**config.mk**
```make
export PLATFORM = sky130hd
export DESIGN_NAME = axis_read_ctrl_flat
export DESIGN_NICKNAME = d
export VERILOG_FILES = /design/src/rtl/axis_read_ctrl_if.sv /design/src/rtl/axis_read_ctrl.sv /design/src/flat_wrapper.sv
export SDC_FILE = /design/constraint.sdc
export NUM_CORES = 1
export LEC_CHECK = 0
export BUFFER_PORTS_ARGS = -buffer_cell sky130_fd_sc_hd__buf_2
export CAP_MARGIN = 0
export CORE_UTILIZATION = 53
export DETAILED_ROUTE_END_ITERATION = 6
export PLACE_DENSITY = 0.76
export SLEW_MARGIN = 30
export SYNTH_ARGS = -nofsm -noshare
export SYNTH_HDL_FRONTEND = slang
export SYNTH_SLANG_ARGS = --single-unit
```
**constraint.sdc**
```tcl
create_clock -name clk -period 8.2 [get_ports clk]
set_input_delay 1.64 -clock clk [delete_from_list [all_inputs] [get_ports clk]]
set_output_delay 1.64 -clock clk [all_outputs]
set_load 0.02 [all_outputs]
```
**src/rtl/axis_read_ctrl_if.sv**
```systemverilog
// Config, datapath-config and AXI AR / R-snoop signals of axis_read_ctrl.
// master = controller side, slave = config source / datapath / AXI port side.
interface axis_read_ctrl_if #(
   parameter int CONFIG_DWIDTH  = 32,
   parameter int AXI_ADDR_WIDTH = 32
);
   logic [CONFIG_DWIDTH-1:0]  cfg_address;
   logic [CONFIG_DWIDTH-1:0]  cfg_length;
   logic                      cfg_valid;
   logic                      cfg_ready;
   logic [CONFIG_DWIDTH-1:0]  data_cfg_length;
   logic                      data_cfg_valid;
   logic                      data_cfg_ready;
   logic [AXI_ADDR_WIDTH-1:0] axi_araddr;
   logic [7:0]                axi_arlen;
   logic                      axi_arvalid;
   logic                      axi_arready;
   logic                      axi_rvalid;
   logic                      axi_rready;
   logic                      axi_rlast;

   modport master (
      input  cfg_address, cfg_length, cfg_valid, data_cfg_ready,
             axi_arready, axi_rvalid, axi_rready, axi_rlast,
      output cfg_ready, data_cfg_length, data_cfg_valid,
             axi_araddr, axi_arlen, axi_arvalid
   );

   modport slave (
      output cfg_address, cfg_length, cfg_valid, data_cfg_ready,
             axi_arready, axi_rvalid, axi_rready, axi_rlast,
      input  cfg_ready, data_cfg_length, data_cfg_valid,
             axi_araddr, axi_arlen, axi_arvalid
   );
endinterface

```
**src/rtl/axis_read_ctrl.sv**
```systemverilog
// AXI read-stream sequencer: splits one (address, length) request into AR bursts.
// Define AXIS_READ_CTRL_4K_EN to additionally stop every burst at a 4KB boundary.
module axis_read_ctrl #(
   parameter int CONFIG_DWIDTH   = 32,
   parameter int AXI_ADDR_WIDTH  = 32,
   parameter int AXI_DATA_WIDTH  = 64,
   parameter int DATA_WIDTH      = 32,
   parameter int BURST_LEN       = 16,
   parameter int MAX_OUTSTANDING = 4
) (
   input  logic             clk,
   input  logic             rst,
   axis_read_ctrl_if.master bus,
   output logic             busy
);
   localparam int BPB         = AXI_DATA_WIDTH / 8;
   localparam int ADDR_LSB    = $clog2(BPB);
   localparam int WIDTH_RATIO = AXI_DATA_WIDTH / DATA_WIDTH;
   localparam int RATIO_LOG2  = $clog2(WIDTH_RATIO);
   localparam int OUT_W       = $clog2(MAX_OUTSTANDING + 1);
   localparam int BURST_W     = 9;

   typedef enum logic [4:0] {
      IDLE = 5'b00001,
      DCFG = 5'b00010,
      CALC = 5'b00100,
      ADDR = 5'b01000,
      DONE = 5'b10000
   } state_e;

   state_e                    state_q, state_d;
   logic [AXI_ADDR_WIDTH-1:0] addr_q, addr_d;
   logic [CONFIG_DWIDTH-1:0]  len_q, len_d;
   logic [CONFIG_DWIDTH-1:0]  beats_left_q, beats_left_d;
   logic [BURST_W-1:0]        burst_q, burst_d;
   logic [AXI_ADDR_WIDTH-1:0] araddr_q, araddr_d;
   logic [7:0]                arlen_q, arlen_d;
   logic [OUT_W-1:0]          outst_q, outst_d;

   logic                      ar_hs;
   logic                      rlast_hs;
   logic [CONFIG_DWIDTH:0]    len_round;
   logic [CONFIG_DWIDTH-1:0]  beats_init;
   logic [BURST_W-1:0]        burst_calc;

   assign ar_hs      = bus.axi_arvalid & bus.axi_arready;
   assign rlast_hs   = bus.axi_rvalid & bus.axi_rready & bus.axi_rlast;
   // Extra top bit keeps ceil(len / WIDTH_RATIO) correct for lengths near 2^CONFIG_DWIDTH.
   assign len_round  = {1'b0, bus.cfg_length} + (CONFIG_DWIDTH + 1)'(WIDTH_RATIO - 1);
   assign beats_init = CONFIG_DWIDTH'(len_round >> RATIO_LOG2);

`ifdef AXIS_READ_CTRL_4K_EN
   logic [12:0] beats_to_4k;
   assign beats_to_4k = (13'd4096 - {1'b0, addr_q[11:0]}) >> ADDR_LSB;
`endif

   // NOTE: every always_comb output gets a default first so no path leaves it unassigned (no latch).
   always_comb begin
      burst_calc = BURST_W'(BURST_LEN);
      if (beats_left_q < CONFIG_DWIDTH'(BURST_LEN)) burst_calc = BURST_W'(beats_left_q);
`ifdef AXIS_READ_CTRL_4K_EN
      if (beats_to_4k < 13'(burst_calc)) burst_calc = BURST_W'(beats_to_4k);
`endif
   end

   always_comb begin
      state_d      = state_q;
      addr_d       = addr_q;
      len_d        = len_q;
      beats_left_d = beats_left_q;
      burst_d      = burst_q;
      araddr_d     = araddr_q;
      arlen_d      = arlen_q;
      case (state_q)
         IDLE: begin
            if (bus.cfg_valid) begin
               addr_d       = AXI_ADDR_WIDTH'(bus.cfg_address) & ~AXI_ADDR_WIDTH'(BPB - 1);
               len_d        = bus.cfg_length;
               beats_left_d = beats_init;
               state_d      = (bus.cfg_length == '0) ? DONE : DCFG;
            end
         end
         DCFG: if (bus.data_cfg_ready) state_d = CALC;
         CALC: begin
            // Stalling here is what keeps the outstanding counter from overflowing.
            if (outst_q != OUT_W'(MAX_OUTSTANDING)) begin
               burst_d  = burst_calc;
               arlen_d  = 8'(burst_calc - BURST_W'(1));
               araddr_d = addr_q;
               state_d  = ADDR;
            end
         end
         ADDR: begin
            if (bus.axi_arready) begin
               addr_d       = addr_q + (AXI_ADDR_WIDTH'(burst_q) << ADDR_LSB);
               beats_left_d = beats_left_q - CONFIG_DWIDTH'(burst_q);
               state_d      = (beats_left_d == '0) ? DONE : CALC;
            end
         end
         DONE:    if (outst_q == '0) state_d = IDLE;
         default: state_d = IDLE;
      endcase
   end

   // An rlast with nothing outstanding (data left over from an aborted transfer) is dropped.
   always_comb begin
      outst_d = outst_q;
      if (ar_hs && !rlast_hs)                       outst_d = outst_q + OUT_W'(1);
      else if (!ar_hs && rlast_hs && outst_q != '0) outst_d = outst_q - OUT_W'(1);
   end

   // NOTE: sequential state uses non-blocking assignments so all registers update together.
   always_ff @(posedge clk) begin
      if (rst) begin
         state_q      <= IDLE;
         addr_q       <= '0;
         len_q        <= '0;
         beats_left_q <= '0;
         burst_q      <= '0;
         araddr_q     <= '0;
         arlen_q      <= '0;
         outst_q      <= '0;
      end else begin
         state_q      <= state_d;
         addr_q       <= addr_d;
         len_q        <= len_d;
         beats_left_q <= beats_left_d;
         burst_q      <= burst_d;
         araddr_q     <= araddr_d;
         arlen_q      <= arlen_d;
         outst_q      <= outst_d;
      end
   end

   assign bus.cfg_ready       = (state_q == IDLE);
   assign bus.data_cfg_valid  = (state_q == DCFG);
   assign bus.data_cfg_length = len_q;
   assign bus.axi_arvalid     = (state_q == ADDR);
   assign bus.axi_araddr      = araddr_q;
   assign bus.axi_arlen       = arlen_q;
   assign busy                = (state_q != IDLE);
endmodule

```
**src/flat_wrapper.sv**
```systemverilog
// flat-port wrapper written by rule: the top's interface ports become plain ports
module axis_read_ctrl_flat 
#(
   parameter int CONFIG_DWIDTH   = 32,
   parameter int AXI_ADDR_WIDTH  = 32,
   parameter int AXI_DATA_WIDTH  = 64,
   parameter int DATA_WIDTH      = 32,
   parameter int BURST_LEN       = 16,
   parameter int MAX_OUTSTANDING = 4
)
  (clk, rst, busy, bus_cfg_address, bus_cfg_length, bus_cfg_valid, bus_data_cfg_ready, bus_axi_arready, bus_axi_rvalid, bus_axi_rready, bus_axi_rlast, bus_cfg_ready, bus_data_cfg_length, bus_data_cfg_valid, bus_axi_araddr, bus_axi_arlen, bus_axi_arvalid);
  axis_read_ctrl_if #(.CONFIG_DWIDTH(CONFIG_DWIDTH), .AXI_ADDR_WIDTH(AXI_ADDR_WIDTH)) bus_i ();
  input  logic clk;
  input  logic rst;
  output logic busy;
  input wire logic [$bits(bus_i.cfg_address)-1:0] bus_cfg_address;
  input wire logic [$bits(bus_i.cfg_length)-1:0] bus_cfg_length;
  input wire logic [$bits(bus_i.cfg_valid)-1:0] bus_cfg_valid;
  input wire logic [$bits(bus_i.data_cfg_ready)-1:0] bus_data_cfg_ready;
  input wire logic [$bits(bus_i.axi_arready)-1:0] bus_axi_arready;
  input wire logic [$bits(bus_i.axi_rvalid)-1:0] bus_axi_rvalid;
  input wire logic [$bits(bus_i.axi_rready)-1:0] bus_axi_rready;
  input wire logic [$bits(bus_i.axi_rlast)-1:0] bus_axi_rlast;
  output wire logic [$bits(bus_i.cfg_ready)-1:0] bus_cfg_ready;
  output wire logic [$bits(bus_i.data_cfg_length)-1:0] bus_data_cfg_length;
  output wire logic [$bits(bus_i.data_cfg_valid)-1:0] bus_data_cfg_valid;
  output wire logic [$bits(bus_i.axi_araddr)-1:0] bus_axi_araddr;
  output wire logic [$bits(bus_i.axi_arlen)-1:0] bus_axi_arlen;
  output wire logic [$bits(bus_i.axi_arvalid)-1:0] bus_axi_arvalid;
  assign bus_i.cfg_address = bus_cfg_address;
  assign bus_i.cfg_length = bus_cfg_length;
  assign bus_i.cfg_valid = bus_cfg_valid;
  assign bus_i.data_cfg_ready = bus_data_cfg_ready;
  assign bus_i.axi_arready = bus_axi_arready;
  assign bus_i.axi_rvalid = bus_axi_rvalid;
  assign bus_i.axi_rready = bus_axi_rready;
  assign bus_i.axi_rlast = bus_axi_rlast;
  assign bus_cfg_ready = bus_i.cfg_ready;
  assign bus_data_cfg_length = bus_i.data_cfg_length;
  assign bus_data_cfg_valid = bus_i.data_cfg_valid;
  assign bus_axi_araddr = bus_i.axi_araddr;
  assign bus_axi_arlen = bus_i.axi_arlen;
  assign bus_axi_arvalid = bus_i.axi_arvalid;
  axis_read_ctrl #(.CONFIG_DWIDTH(CONFIG_DWIDTH), .AXI_ADDR_WIDTH(AXI_ADDR_WIDTH), .AXI_DATA_WIDTH(AXI_DATA_WIDTH), .DATA_WIDTH(DATA_WIDTH), .BURST_LEN(BURST_LEN), .MAX_OUTSTANDING(MAX_OUTSTANDING)) u_core (.clk(clk), .rst(rst), .bus(bus_i), .busy(busy));
endmodule
```
==> out/qor.yml <==
pwr:
  p_int_mw: 1.49
  p_clk_share_pct: 41.2
  p_per_area_nw_per_um2: 213
  switching_share_pct: 29.7
  power_frac_comb_pct: 20.4
  power_frac_seq_pct: 38.5
  vdd_drop_max_uv: 152
  switchingPower_uw: 632
  p_leak_nw: 3.93
routing:
  drc_errors: 0
  routedWlPerCell_um: 15.9
  drtIter0Drc: 778
  vias: 8654
  vias_per_cell: 5.86
  dr.pass1.iters: 6
  drtAntennaViolNets: 0
  drt-total-wl_um: 23600
global_routing:
  grt_max_degree: 93
  busiest_layer: "met2"
  use_met2_pct: 46.2
  grt.total_usage_pct: 28.7
  grt_pass1_vias: 7673
  antenna_found_initial: 0
  grt-ovfl-total: 0
  grtUsageMet3_pct: 5.53
  use_met1_pct: 38.4
  grt_pass1_wl_um: 38200
synthesis:
  seq_area_frac_synth_pct: 34.4
  syn_inst: 1156
  synth_top_area_cell: "dfxtp_1"
  synth_edf_count: 0
  yosysMostFrequentCell: "nand2_1"
  ys_seq_elements: 147
  synthTopCellsByArea: "dfxtp_1 (34%), nand2_1 (9.0%), a21oi_1 (7.9%)"
  synth.top_cells.by_count: "nand2_1 (205), dfxtp_1 (147), a21oi_1 (136)"
  async_reset_ff_share_pct: 0
  synth_area_um2: 8560
  ys.flop_type: "dfxtp_1"
  ys_types: 81
  synth_top_area_share_pct: 34.4
  syn_avg_cell_area_um2: 7.41
  ys.warnings.count: 0
clocking:
  clock_sinks: 147
  htree_levels: 4
  cts_resized: 0
  postCtsHoldBufs: 0
  clock_latency_ns: 0.42
  clock-root-buffer: "clkbuf_16"
  cts_setup_buffers: 0
  cts_tree: "built"
  cts_buffer_depth: 2
  numCtsBuffers: 17
  path_clk_slew_ns: 0.06
sta:
  fin_skew_ns: 0.00768
  hold_violations: 0
  hold_ws_ns: 0.450
  slew_headroom_pct: 36.4
  setup_tns_ns: 0
  slew_violations: 0
  tightest_slew_ns: 0.954
  rsz0062_at_grt: "false"
  min_period_over_period_pct: 43.4
  min_period_ns: 3.56
  fmax_mhz: 281
  finalSetupViolations: 0
critical_path:
  cp_data_required_time_ns: 6.56
  critPathCaptureType: "output pin"
  reg2reg_from: "u_core.beats_left_q[0]"
  slowest_stage: "inv_2"
  crit_chain: "nor2_1 > nand3_4 > inv_2 > buf_2"
  critPathKind: "register to output pin"
  path_max_fanout: 37
  cp_slowest_stage_delay_ns: 0.47
  crit_family: "buffers and inverters"
  path_buf_inv: 2
  worstSetupStartpoint: "u_core.state_q[0]"
  start_kind: "register"
  worstPathArrival_ns: 1.92
floorplanning:
  die-area_um2: 16700
  coreArea_um2: 15800
  die_x_um: 129
  start_util_pct: 54.1
  die_y_um: 129
  rows: 46
  num_io_pins: 148
layout:
  layout-drive-gt1-share_pct: 16.5
  antenna_cells: 0
  syn_to_final_growth_pct: 16.7
  multi_input_area_um2: 5240
  seq_area_um2: 2940
  fill_cells: 1467
  fin_nets: 1346
outcome:
  outcome: "finished clean"
placement:
  gp_congestion: 0.907
  io_buffers: 141
  post-dp-hpwl_um: 16000
worst_hold_path:
  hold_path_class: "register to register"
  hp-start: "u_core.bus.axi_araddr[21]"
flow_run:
  cap_violations: 0
## cell usage in the layout, fill, tap and decap left out, types with 6 or more instances in the layout
cell type	Yosys	final
o21a_1	7	7
nand3_1	41	40
a21oi_1	136	136
xnor2_1	24	24
and3_1	14	14
nand2_1	205	204
nand4_1	17	17
a21o_1	8	8
dfxtp_1	147	147
nor4_1	19	19
o22ai_1	7	7
and2_1	6	6
or3_1	12	12
nor3_1	43	43
o211ai_1	13	13
o21ai_0	59	59
nor2b_1	6	6
a211oi_1	33	33
nand2b_1	7	7
nor2_1	95	94
inv_1	28	28
mux2i_1	6	6
xor2_1	22	22
clkbuf_16	0	17
a22oi_1	8	8
buf_2	6	140
ha_1	21	21
buf_4	3	9
## worst paths after layout
check	to	slack [ns]	depth (start not counted)
hold / removal	u_core.bus.axi_araddr[21]	0.45	2
hold reg to reg	u_core.bus.axi_araddr[21]	0.45	2
setup / recovery	bus_axi_arvalid	4.64	4
setup reg to reg	u_core.state_q[2]	4.84	11
## layer usage
metal	wire (um)	vias up
met3	1300	40
li1	-	4318
met2	10800	289
met1	11000	4007
met4	500	0
met5	0	-
## through the flow
stage | utilization, % | instances | total power, mW | worst slack [ns] | cell area (um^2)
5_1_grt | 63.1 | 1478 | 2.22 | 4.49 | 9990
6_report | 63.1 | 1478 | 2.13 | 4.64 | 9990
2_1_floorplan | - | 1158 | 1.13 | 4.88 | 8570
3_3_place_gp | 59.0 | 1447 | 1.25 | 4.42 | 9330
3_5_place_dp | 59.0 | 1447 | 1.26 | 4.41 | 9330
4_1_cts | 63.1 | 1478 | 2.13 | 4.63 | 9990
## worst min-delay path, cell delays in order (launching register included)
cell	delay, ns
dfxtp_1	0.30
nand2_1	0.05
a21oi_1	0.05
## state kept, by name (all words and copies together), names as in the netlist
signal and flops:
u_core.bus.axi_araddr 29, u_core.bus.data_cfg_length 32, u_core.addr_q 29, u_core.bus.axi_arlen 8
u_core.state_q 5, u_core.beats_left_q 32, u_core.outst_q 3, u_core.burst_q 9
## cells by family after synthesis
group,after synthesis,share of synthesized area (%)
XOR/XNOR,46,4.70
AO/OA/AOI/OAI,327,23.5
adder cells (fa/ha/maj),24,3.77
flip-flops,147,34.4
buffers and inverters,105,4.95
multiplexers,6,0.701
AND/OR/NAND/NOR,500,27.9
other,1,0.0438
## power groups by stage
| stage | sequential, mW | combinational [mW] | clock [mW] |
|---|---|---|---|
| CTS | 0.815 | 0.430 | 0.885 |
| global placement | 0.828 | 0.422 | 0 |
| detailed placement | 0.830 | 0.427 | 0 |
| finish | 0.818 | 0.433 | 0.876 |
| floorplan | 0.831 | 0.298 | 0 |
| global route | 0.824 | 0.479 | 0.917 |
## final cells by class
cell class,instances,share of cell area [%]
clock buffer,23,4.88
clock inverter,8,1.72
inverter,29,1.09
multi-input combinational,906,52.5
sequential,147,29.4
tap,216,2.70
timing repair buffer,149,7.69
No activity file was read; power rests on OpenSTA's default activity.
